[src/rtl/cpc_rom_loader.sv]
// CPC ROM download loader: maps ioctl bytes to SDRAM ROM slots, queues them in a small FIFO
// and writes them via a boot_wr/boot_ack handshake. Optional checksum output under AMSTRAD_ROM_SUM_EN.
module cpc_rom_loader #(
    parameter int FIFO_DEPTH = 4
) (
    input  logic        clk_sys,
    input  logic        reset,
    input  logic        ioctl_download,
    input  logic [7:0]  ioctl_index,
    input  logic        ioctl_wr,
    input  logic [24:0] ioctl_addr,
    input  logic [7:0]  ioctl_dout,
    input  logic        boot_ack,
    output logic        boot_wr,
    output logic [22:0] boot_a,
    output logic [1:0]  boot_bank,
    output logic [7:0]  boot_dout,
    output logic        load_reset,
    output logic        load_done,
    output logic        overflow,
    output logic [15:0] dropped
`ifdef AMSTRAD_ROM_SUM_EN
    ,
    output logic [15:0] rom_sum
`endif
);
    localparam int PW = $clog2(FIFO_DEPTH);
    localparam int CW = PW + 1;
    localparam int EW = 33;

    typedef enum logic [1:0] {S_IDLE, S_LOAD, S_DRAIN, S_DONE} state_t;

    state_t          state_q, state_d;
    logic [EW-1:0]   mem_q [FIFO_DEPTH];
    logic [PW-1:0]   wr_ptr_q, rd_ptr_q;
    logic [CW-1:0]   count_q, count_d;
    logic            boot_wr_q;
    logic [22:0]     boot_a_q;
    logic [1:0]      boot_bank_q;
    logic [7:0]      boot_dout_q;
    logic            overflow_q;
    logic [15:0]     dropped_q;

    logic            rom_dl, in_range, byte_ok, drop_hit, over_hit;
    logic            full, empty, push, pop, start_load;
    logic [10:0]     page;
    logic [8:0]      slot;
    logic [EW-1:0]   push_entry;

    assign rom_dl   = ioctl_download && (ioctl_index == 8'd0);
    assign page     = ioctl_addr[24:14];
    assign in_range = (page[10:3] == 8'd0);
    assign byte_ok  = ioctl_wr && rom_dl && in_range;
    assign drop_hit = ioctl_wr && rom_dl && !in_range;

    // Pages 4-7 reuse the slot map of pages 0-3 in bank 1.
    always_comb begin
        case (page[1:0])
            2'd0:    slot = 9'h000;
            2'd1:    slot = 9'h100;
            2'd2:    slot = 9'h107;
            default: slot = 9'h1FF;
        endcase
    end

    assign push_entry = {slot, ioctl_addr[13:0], 1'b0, page[2], ioctl_dout};

    assign full  = (count_q == CW'(FIFO_DEPTH));
    assign empty = (count_q == '0);
    assign pop   = !boot_wr_q && !empty;
    // A pop in the same cycle frees a slot, so a full FIFO can still accept the byte.
    assign push     = byte_ok && (!full || pop);
    assign over_hit = byte_ok && full && !pop;
    assign count_d  = count_q + CW'(push) - CW'(pop);

    assign start_load = (state_q == S_IDLE) && rom_dl;

    always_comb begin
        state_d = state_q;
        case (state_q)
            S_IDLE:  if (rom_dl) state_d = S_LOAD;
            S_LOAD:  if (!rom_dl) state_d = S_DRAIN;
            S_DRAIN: begin
                if (rom_dl)                  state_d = S_LOAD;
                else if (empty && !boot_wr_q) state_d = S_DONE;
            end
            S_DONE:  state_d = S_IDLE;
            default: state_d = S_IDLE;
        endcase
    end

    always_ff @(posedge clk_sys) begin
        if (push) mem_q[wr_ptr_q] <= push_entry;
    end

    always_ff @(posedge clk_sys or posedge reset) begin
        if (reset) begin
            state_q     <= S_IDLE;
            wr_ptr_q    <= '0;
            rd_ptr_q    <= '0;
            count_q     <= '0;
            boot_wr_q   <= 1'b0;
            boot_a_q    <= '0;
            boot_bank_q <= '0;
            boot_dout_q <= '0;
            overflow_q  <= 1'b0;
            dropped_q   <= '0;
        end else begin
            state_q <= state_d;
            count_q <= count_d;
            if (push) wr_ptr_q <= wr_ptr_q + 1'b1;
            if (pop) begin
                rd_ptr_q    <= rd_ptr_q + 1'b1;
                boot_a_q    <= mem_q[rd_ptr_q][32:10];
                boot_bank_q <= mem_q[rd_ptr_q][9:8];
                boot_dout_q <= mem_q[rd_ptr_q][7:0];
                boot_wr_q   <= 1'b1;
            end else if (boot_ack) begin
                boot_wr_q <= 1'b0;
            end
            if (start_load)    overflow_q <= over_hit;
            else if (over_hit) overflow_q <= 1'b1;
            if (start_load)
                dropped_q <= {15'd0, drop_hit};
            else if (drop_hit && (dropped_q != 16'hFFFF))
                dropped_q <= dropped_q + 16'd1;
        end
    end

`ifdef AMSTRAD_ROM_SUM_EN
    logic [15:0] rom_sum_q;

    always_ff @(posedge clk_sys or posedge reset) begin
        if (reset)                      rom_sum_q <= '0;
        else if (start_load)            rom_sum_q <= '0;
        else if (boot_wr_q && boot_ack) rom_sum_q <= rom_sum_q + {8'd0, boot_dout_q};
    end

    assign rom_sum = rom_sum_q;
`endif

    assign boot_wr    = boot_wr_q;
    assign boot_a     = boot_a_q;
    assign boot_bank  = boot_bank_q;
    assign boot_dout  = boot_dout_q;
    assign load_reset = (state_q != S_IDLE);
    assign load_done  = (state_q == S_DONE);
    assign overflow   = overflow_q;
    assign dropped    = dropped_q;

endmodule

[config.mk]
export PLATFORM = sky130hd
export DESIGN_NAME = cpc_rom_loader
export DESIGN_NICKNAME = d
export VERILOG_FILES = /design/src/rtl/cpc_rom_loader.sv
export SDC_FILE = /design/constraint.sdc
export NUM_CORES = 1
export LEC_CHECK = 0
export BUFFER_PORTS_ARGS = -buffer_cell sky130_fd_sc_hd__buf_2
export CAP_MARGIN = 20
export CORE_MARGIN = 1.5
export CORE_UTILIZATION = 49
export CTS_CLUSTER_DIAMETER = 100
export CTS_CLUSTER_SIZE = 12
export DETAILED_ROUTE_END_ITERATION = 10
export PLACE_DENSITY = 0.73
export SETUP_SLACK_MARGIN = 0.4
export SYNTH_ARGS = -nofsm -noshare
export SYNTH_HDL_FRONTEND = slang
export SYNTH_SLANG_ARGS = --single-unit
[constraint.sdc]
create_clock -name clk_sys -period 2.4 [get_ports clk_sys]
set_input_delay 0.48 -clock clk_sys [delete_from_list [all_inputs] [get_ports clk_sys]]
set_output_delay 0.48 -clock clk_sys [all_outputs]
set_load 0.1 [all_outputs]
# Yosys cells after proc, flatten, opt, wreduce, memory -nomap -nowiden
# Memory sizes are Yosys's and may differ from the RTL's. A register that Yosys moved wholly into a read port is not among the register bits.
# Cells that the tools add are included.
# op_classes
add_sub_neg	5
eq_ne	10
mux	14
reduce_logical	27
# op_table
operator	n
two-way mux 16 bit	2
one-hot mux 9 bit (3 select lines)	1
adder 16 x 1 -> 16 bit (second input constant)	1
logical NOT 8 bit	2
inequality test 16 bit (second input constant)	1
logical AND 1 bit	11
two-way mux 2 bit	4
one-hot mux 2 bit (4 select lines)	1
nonzero test 2 bit	4
equality test 2 bit (second input constant)	3
two-way mux 1 bit	6
logical NOT 1 bit	5
adder 2 x 1 -> 2 bit (second input constant)	2
equality test 2 x 1 -> 1 bit (second input constant)	2
logical NOT 2 bit	2
inequality test 2 bit (second input constant)	2
adder 3 x 1 -> 3 bit	1
equality test 3 bit (second input constant)	1
logical NOT 3 bit	1
inequality test 3 bit (second input constant)	1
AND reduction 3 bit	1
subtractor 3 x 1 -> 3 bit	1
logical OR 1 bit	1
# totals
regBits	29
mem_bits_rw	128
in_bits	46
output_inout_bits	53
word_cells	65
n_memories	1
# mem_list
name	words	width	read_ports	rd_clocked_by_memory_dff	write_ports	line_no	source
mem_q	4	32	1	1	1	34	logic [EW-1:0] mem_q [FIFO_DEPTH];

# Depth between registers and ports, before layout
# Gate-level depths: netlist of the first run.
# logic_depth
word_depth	8
depth_mapped	13
ltp_nobuf	11

# Worst setup path after synthesis of the first run
# Ideal clock, no wire load.
# synth_timing
path_kind	reg2reg
start	register boot_wr_q (netlist: boot_wr)
end	register count_q[2]
setup_ns	0.125
arrival_time_ns	2.609
t_required_ns	2.275
path_slack_ns	-0.334
path_stages_with_launch	12
n_path_buf	1
period_less_slack_ns	2.734
path_cell_list	dfrtp_1 nand3_1 and4_1 buf_4 inv_1 ha_1 inv_1 ha_1 inv_1 fa_1 xnor2_1 xnor2_1
# synth_between
elab_chain_len	6
# synth_lines
element	line_no	source
from (decl)	37	logic boot_wr_q;
from (signal assigned)	102	boot_wr_q <= 1'b0;
from (signal assigned)	117	boot_wr_q <= 1'b1;
from (signal assigned)	119	boot_wr_q <= 1'b0;
logical NOT 1 bit *	70	assign pop = !boot_wr_q && !empty;
logical AND 1 bit *	70	
logical OR 1 bit	72	assign push = byte_ok && (!full || pop);
logical AND 1 bit	72	
adder 3 x 1 -> 3 bit	74	assign count_d = count_q + CW'(push) - CW'(pop);
subtractor 3 x 1 -> 3 bit *	74	
named net count_d[2]	36	logic [CW-1:0] count_q, count_d;
to (signal assigned)	110	count_q <= count_d;
to (decl)	36	
# Mark *: on every way through the listed nets, which the timed path passes. The rest lies on a longest branch.
# A chain may end at the register's enable or synchronous reset.

# Worst setup path in the final report of the first run
# layout_timing
start	input port ioctl_index[7]
end	register count_q[2]
# layout_between
elab_chain_len	7
# layout_lines
element	line_no	source
from (decl)	9	input logic [7:0] ioctl_index,
logical NOT 8 bit	50	assign rom_dl = ioctl_download && (ioctl_index == 8'd0);
logical AND 1 bit	50	
logical AND 1 bit (2 in series)	53	assign byte_ok = ioctl_wr && rom_dl && in_range;
logical AND 1 bit	72	
adder 3 x 1 -> 3 bit	74	
subtractor 3 x 1 -> 3 bit	74	
named net count_d[2]	36	
# The timed path passes the listed nets, and every way through them passes these cells.

==> results of run 1 <==
[flip-flops by register name, indices dropped and copies added (netlist names)]
| signal | cells |
|---|---|
| wr_ptr_q | 2 |
| mem_q | 104 |
| boot_wr | 1 |
| state_q | 2 |
| boot_a | 17 |
| overflow | 1 |
| dropped | 16 |
| count_q | 3 |
| boot_bank | 1 |
| rd_ptr_q | 2 |
| boot_dout | 8 |
[power groups by stage]
stage	clock network [uW]	logic (uW)	registers, uW
after floorplan	0	1820	5120
after global placement	0	4000	3490
after detailed placement	0	4050	3500
after CTS	2490	4180	3440
after global routing	2610	4390	3480
final	2440	4210	3430
[stage by stage]
stage | util, % | cells | total power [uW]
after floorplan | - | 391 | 6937
after global placement | 56.38 | 661 | 7495
after detailed placement | 56.38 | 661 | 7558
after CTS | 61.37 | 707 | 10110
after global routing | 61.72 | 708 | 10480
final | 61.72 | 708 | 10080
[routing by layer]
layer | vias to the layer above | global-route usage [%] | share of wire (%)
li1 | 1766 | - | -
met1 | 1993 | 25.01 | 42
met2 | 140 | 32.08 | 51
met3 | 18 | 4.741 | 5.6
met4 | 0 | 8.110 | 1.4
met5 | - | 0 | 0
[Yosys cell counts (2+ instances only)]
| cell | n | area (sq um) |
|---|---|---|
| sky130_fd_sc_hd__edfxtp_1 | 104 | 3123 |
| sky130_fd_sc_hd__buf_4 | 13 | 97.59 |
| sky130_fd_sc_hd__and2_1 | 7 | 43.79 |
| sky130_fd_sc_hd__dfrtp_1 | 53 | 1326 |
| sky130_fd_sc_hd__nor4_2 | 6 | 75.07 |
| sky130_fd_sc_hd__a31oi_1 | 3 | 18.77 |
| sky130_fd_sc_hd__nand4_2 | 2 | 25.02 |
| sky130_fd_sc_hd__mux2_2 | 26 | 292.8 |
| sky130_fd_sc_hd__nand4_1 | 6 | 37.54 |
| sky130_fd_sc_hd__o41ai_1 | 2 | 17.52 |
| sky130_fd_sc_hd__nand2_1 | 19 | 71.32 |
| sky130_fd_sc_hd__mux2i_1 | 13 | 130.1 |
| sky130_fd_sc_hd__mux4_2 | 26 | 585.6 |
| sky130_fd_sc_hd__a211o_1 | 2 | 17.52 |
| sky130_fd_sc_hd__buf_1 | 2 | 7.510 |
| sky130_fd_sc_hd__nor4_1 | 6 | 37.54 |
| sky130_fd_sc_hd__nand3_1 | 14 | 70.07 |
| sky130_fd_sc_hd__xnor2_1 | 5 | 43.79 |
| sky130_fd_sc_hd__inv_1 | 12 | 45.04 |
| sky130_fd_sc_hd__nor3_1 | 4 | 20.02 |
| sky130_fd_sc_hd__buf_6 | 3 | 33.78 |
| sky130_fd_sc_hd__and4_1 | 3 | 26.28 |
| sky130_fd_sc_hd__nor4b_1 | 3 | 26.28 |
| sky130_fd_sc_hd__o21a_1 | 2 | 15.01 |
| sky130_fd_sc_hd__or2b_1 | 10 | 75.07 |
| sky130_fd_sc_hd__ha_1 | 7 | 87.58 |
| sky130_fd_sc_hd__buf_2 | 6 | 30.03 |
| sky130_fd_sc_hd__nor2_1 | 9 | 33.78 |
[worst paths after layout]
check / slack [ns] / from / depth (start not counted) / to
worst min-delay path: 0.24 / boot_ack / 2 / boot_wr
max in group asynchronous: 1.58 / reset / 3 / boot_wr
worst min register to register: 0.50 / boot_a[5] / 1 / boot_a[5]
min in group asynchronous: 0.28 / reset / 3 / boot_a[11]
worst max register to register: 0.31 / count_q[1] / 11 / count_q[2]
worst max-delay path: 0.28 / ioctl_index[7] / 12 / count_q[2]
[critical path, cell delays in order]
cell and delay, ns:
sky130_fd_sc_hd__buf_4 0.13, sky130_fd_sc_hd__nor4b_4 0.28, sky130_fd_sc_hd__and3_4 0.23, sky130_fd_sc_hd__and4_4 0.21
sky130_fd_sc_hd__inv_2 0.04, sky130_fd_sc_hd__ha_4 0.20, sky130_fd_sc_hd__inv_2 0.06, sky130_fd_sc_hd__ha_4 0.11
sky130_fd_sc_hd__inv_2 0.03, sky130_fd_sc_hd__fa_2 0.35, sky130_fd_sc_hd__xnor2_2 0.15, sky130_fd_sc_hd__xnor2_1 0.14
[logic make-up after synthesis]
group           Yosys count
flops                   157
compound gates           19
buf+inv                  38
mux                      66
xor+xnor                  6
fa+ha+maj                 8
other cells               1
simple gates             96
[cell type report]
class,count,area [sq um],area share (%)
Timing Repair Buffer,135,870.8,10.66
Tap cell,176,220.2,2.694
Multi-Input combinational cell,196,2028,24.82
Clock inverter,10,95.09,1.164
Clock buffer,22,444.2,5.435
Inverter,12,45.04,0.5511
Sequential cell,157,4469,54.68
[cells in the final DEF, fill, tap and decap left out, drive strengths merged, types with 3 or more instances in the layout]
cell type / instances
nor4: 12
nor3: 5
edfxtp: 104
or2b: 10
xnor2: 5
clkbuf: 22
nand3: 15
and2: 7
mux4: 26
dfrtp: 53
a31oi: 3
mux2: 27
nor4b: 4
ha: 7
nor2: 9
buf: 135
and4: 3
inv: 12
nand2: 19
nand4: 8
clkinv: 7
mux2i: 13
[timing repair]
| item | 4_1_cts | 5_1_grt |
|---|---|---|
| endpoints found under the setup margin | 2 | 5 |
| pin swaps | 6 | 1 |
| setup buffers | 14 | 1 |
| gates resized for setup | 5 | 12 |
==> results.tsv, run 1 <==
stage	metric	value	unit
logic_synthesis	synth_ff_type	sky130_fd_sc_hd__edfxtp_1	
place	place_congestion	0.7756	
cells_and_area	design_area	0.008173	sq mm
routing	vias_per_cell	5.532	
status	status	finished clean	
die	die_area	0.01424	sq mm
logic_synthesis	synth-async-reset-ratio	33.76	%
routing	dr.first_iter.drc_count	315	
setup_path	cp_startpoint_kind	input pin	
global_routing	antenna_found_initial	0	
logic_synthesis	synth_mux_area_share	15.43	%
timing	sum_of_negative_setup_slack	0	ns
die	die_width	119.3	microns
timing	setup_viol_count_final	0	
cells_and_area	antennaDiodeCount	0	
logic_synthesis	fraction_of_the_mapped_netlist_area_in_compound_gates	2.264	%
clocking	tritoncts_clock_tree	yes	
place	place_ws	-0.1727	ns
timing	worstMarginPinSlew	0.7601	ns
timing	maximum_clock_skew_at_final_layout	0.004380	ns
place	dpl.hpwl	8106	microns
power_and_ir_drop	static-leakage-power	0.003142	uW
logic_synthesis	post_synth_fa_ha_maj_area_fraction	1.623	%
timing	fin_crit_sh	88.27	%
cells_and_area	num-nets-final	573	
power_and_ir_drop	share_seq_of_total_power	34.1	%
die	fp-row-count	42	
die	chipHeight	119.3	microns
timing	final-hold-violation-count	0	
global_routing	first_global_vias	4063	
global_routing	largest_net_degree_at_the_start_of_global_routing	54	
power_and_ir_drop	max-vdd-ir-drop	1.027	mV
clocking	clkTransAtPathRegs	0.06	ns
timing	grt_setup_unrepaired	yes	
global_routing	grtUsageTotal	19.50	%
routing	drc	0	
hold_path	worst_hold_path_type	in -> reg	
power_and_ir_drop	power.share.clock	24.2	%
setup_path	worst-setup-path-type	in -> reg	
die	initial_core_util	50.08	%
die	boundaryPins	99	
logic_synthesis	synth.ff_latch_count	157	
power_and_ir_drop	power.share.combinational	41.7	%
power_and_ir_drop	power.switching_fraction	42.11	%
place	placement.io_buffers	97	
die	fp.coreArea	0.01324	sq mm
logic_synthesis	ys_warn_count	0	
logic_synthesis	synthDistinctLibCells	51	
logic_synthesis	synth-simple-area-share	9.245	%
setup_path	timing.critical_path.arrival	2.42	ns
clocking	tritoncts_num_sinks	157	
logic_synthesis	cell_area_after_synthesis	0.006631	sq mm
power_and_ir_drop	net-switching-power	4246	uW
power_and_ir_drop	power.density_cell_area	1234	mW/mm^2
timing	final-max-slew-violation-count	0	
cells_and_area	n_fill_cell	984	
flow_run	max-cap-violations	0	
setup_path	critical_path.max_fanout	2	
global_routing	grt_first_pass_wirelength	20980	microns
clocking	clkLatencyLatePin	0.42	ns
routing	detail_route.first_pass.iterations	5	
timing	slew-limit-headroom	49.32	%
clocking	cts-buffers-inserted	17	
logic_synthesis	syn-instance-count	391	
place	dpl_cell_area	0.007466	sq mm
routing	drtAntennaViolNets	0	
timing	timing.hold.ws	0.2365	ns
setup_path	setup.worst_path.end_class	register	
timing	fmax	472.0	MHz
clocking	cts_buffer_depth	2	
timing	timing.final.ws_setup	0.2815	ns
routing	drt-wirelength-per-cell	18.17	microns
routing	dr_total_vias	3917	
clocking	cts_htree_levels	4	
cells_and_area	layout_cell_share_with_drive_strength_beyond_1	49.62	%
logic_synthesis	edff_count_synth	104	
logic_synthesis	synth_seq_area_share	67.09	%
logic_synthesis	postSynthAreaPerCell	16.96	sq um
cells_and_area	syn_to_final_growth	23.25	%
clocking	clk_tree_root_cell	sky130_fd_sc_hd__clkbuf_16	
logic_synthesis	synthXorXnorAreaFrac	0.7925	%
routing	drt_wl_total	12860	microns
setup_path	worst_ep_required_time	2.70	ns
power_and_ir_drop	intPower	5836	uW
timing	finalWorstPathRequiredPeriod	2.118	ns
logic_synthesis	dominant_combinational_cell_family_by_area_after_synthesis	multiplexers	
global_routing	grt_overflow	0	
clocking	cts-hold-fix-buffers	0	
logic_synthesis	synth.net_count	445	
No activity file was read; power rests on OpenSTA's default activity.
==> inputs of run 2 (changes only) <==
==> constraint.sdc (replaced) <==
create_clock -name clk_sys -period 2.4 [get_ports clk_sys]
set_input_delay 0 -clock clk_sys [delete_from_list [all_inputs] [get_ports clk_sys]]
set_output_delay 0 -clock clk_sys [all_outputs]
set_load 0.1 [all_outputs]
==> results.tsv, run 2 (synthesized netlist as in run 1, its figures left out) <==
stage	metric	value	unit
timing	final-hold-violation-count	0	
setup_path	cp_startpoint_kind	register	
hold_path	worst_hold_path_type	in -> reg	
flow_run	max-cap-violations	0	
die	initial_core_util	50.08	%
timing	setup_viol_count_final	0	
routing	drtAntennaViolNets	0	
place	placement.io_buffers	97	
status	status	finished clean	
power_and_ir_drop	static-leakage-power	0.003229	uW
clocking	clk_tree_root_cell	sky130_fd_sc_hd__clkbuf_16	
cells_and_area	layout_cell_share_with_drive_strength_beyond_1	46.72	%
routing	vias_per_cell	5.457	
setup_path	setup.worst_path.end_class	register	
setup_path	cells_traversed_along_the_worst_timing_path	nor3_4 -> nor2_4 -> ha_4 -> inv_2 -> ha_4 -> inv_2 -> fa_2 -> xnor2_2 -> xnor2_1	
cells_and_area	antennaDiodeCount	0	
place	place_congestion	0.8178	
power_and_ir_drop	max-vdd-ir-drop	0.9659	mV
die	chipHeight	119.3	microns
clocking	cts_buffer_depth	2	
setup_path	worst_ep_required_time	2.70	ns
timing	final-max-slew-violation-count	0	
die	fp.coreArea	0.01324	sq mm
timing	fin_crit_sh	83.27	%
die	boundaryPins	99	
routing	dr_total_vias	3951	
setup_path	worst-r2r-setup-slack	0.40	ns
global_routing	grt_overflow	0	
timing	maximum_clock_skew_at_final_layout	0.01261	ns
global_routing	grt_first_pass_wirelength	21530	microns
die	fp-row-count	42	
cells_and_area	largest_register_ffs	104	
power_and_ir_drop	power.density_cell_area	1240	mW/mm^2
setup_path	critical_path.max_fanout	4	
clocking	clkLatencyLatePin	0.42	ns
routing	detail_route.first_pass.iterations	4	
hold_path	timing.hold.worst_path_depth	5	
cells_and_area	num-nets-final	589	
clocking	cts_htree_levels	4	
setup_path	worst-r2r-cell-count	9	
die	die_width	119.3	microns
die	die_area	0.01424	sq mm
setup_path	startpoint	count_q[1]	
power_and_ir_drop	post-layout-total-power	10390	uW
setup_path	cpMaxStageDelayCell	sky130_fd_sc_hd__dfrtp_2	
setup_path	regToRegEndpoint	count_q[2]	
global_routing	largest_net_degree_at_the_start_of_global_routing	29	
setup_path	worst-setup-path-type	reg -> reg	
global_routing	first_global_vias	4131	
routing	drt_wl_total	13240	microns
timing	grt_setup_unrepaired	yes	
hold_path	hp-start	ioctl_index[2]	
routing	drc	0	
cells_and_area	final_cell_mix	sky130_fd_sc_hd__edfxtp_1 (104), sky130_fd_sc_hd__buf_2 (97), sky130_fd_sc_hd__dfrtp_1 (35), sky130_fd_sc_hd__dlygate4sd3_1 (30)	
global_routing	antenna_found_initial	0	
timing	fmax	500.4	MHz
routing	drt-wirelength-per-cell	18.29	microns
place	dpl.hpwl	8391	microns
clocking	cts-buffers-inserted	17	
clocking	tritoncts_num_sinks	157	
cells_and_area	layout.cells.most_common	sky130_fd_sc_hd__edfxtp_1	
timing	sum_of_negative_setup_slack	0	ns
routing	dr.first_iter.drc_count	291	
clocking	tritoncts_clock_tree	yes	
setup_path	crit_reg_reg_startpoint	count_q[1]	
setup_path	max_stage_delay	0.45	ns
timing	finalWorstPathRequiredPeriod	1.999	ns
timing	timing.final.ws_setup	0.4015	ns
global_routing	grtUsageTotal	20.06	%
cells_and_area	syn_to_final_growth	26.32	%
cells_and_area	max_flop_register	mem_q	
place	place_ws	0.2230	ns
clocking	clkTransAtPathRegs	0.06	ns
hold_path	min_delay_worst_endpoint	dropped[0]	
setup_path	timing.critical_path.arrival	2.30	ns
-- run 2: cell count changes in the layout (fill, tap and decap cells not counted), sizes merged --
cell         delta
buf            -14
dlygate4sd3    +30
inv             +1
clkbuf          -3
bufinv          +2
-- run 2: area by class of cell --
| type | count | area [sq um] |
|---|---|---|
| sequential | 157 | 4472 |
| multi-input combinational | 196 | 2032 |
| clock buffer | 19 | 452.9 |
| timing repair buffer | 151 | 991.0 |
| clock inverter | 13 | 163.9 |
| fill | 972 | 4866 |
| tap | 176 | 220.2 |
| inverter | 12 | 45.04 |
-- run 2: report_power, final --
group | total (uW) | switching, uW | internal, uW
clock network | 2760 | 1070 | 1690
logic | 4130 | 2950 | 1180
registers | 3500 | 304 | 3200
-- run 2: what timing repair did --
action / 4_1_cts / 5_1_grt
pin swaps: 5 / 1
endpoints found under the hold margin: 160 / 0
hold buffers: 30 / 0
setup buffers: 4 / 0
resized for setup: 5 / 0
endpoints found under the setup margin: 2 / 1
-- run 2: layer usage --
| layer | up-vias | track usage [%] | routed length [microns] |
|---|---|---|---|
| met5 | - | 0 | 0 |
| met4 | 0 | 7.068 | 188 |
| met3 | 19 | 4.885 | 615 |
| met2 | 113 | 33.09 | 6762 |
| met1 | 2019 | 26.19 | 5673 |
| li1 | 1800 | - | - |
-- run 2: worst max-delay path by stage --
stage | slack (ns) | to
floorplan | 0.11 | count_q[2]
global placement | 0.30 | count_q[2]
detailed placement | 0.22 | count_q[2]
CTS | 0.40 | count_q[2]
global route | 0.29 | count_q[2]
finish | 0.40 | count_q[2]
-- run 2: critical path: cells and delay by family (launching register included) --
kind	cells	cell delay [ns]
flip-flops	1	0.45
buffers and inverters	2	0.09
XOR/XNOR	2	0.27
AND/OR/NAND/NOR	2	0.35
adder cells (fa/ha/maj)	3	0.71
-- run 2: through the flow --
step / instance area, sq um / instances / hold WS (ns) / util (%)
6_report: 8377 / 724 / 0.02248 / 63.26
4_1_cts: 8377 / 724 / 0.008948 / 63.26
3_3_place_gp: 7416 / 658 / -0.1107 / 56.00
3_5_place_dp: 7416 / 658 / -0.1060 / 56.00
2_1_floorplan: 6738 / 391 / 0.09003 / -
5_1_grt: 8377 / 724 / 0.05848 / 63.26
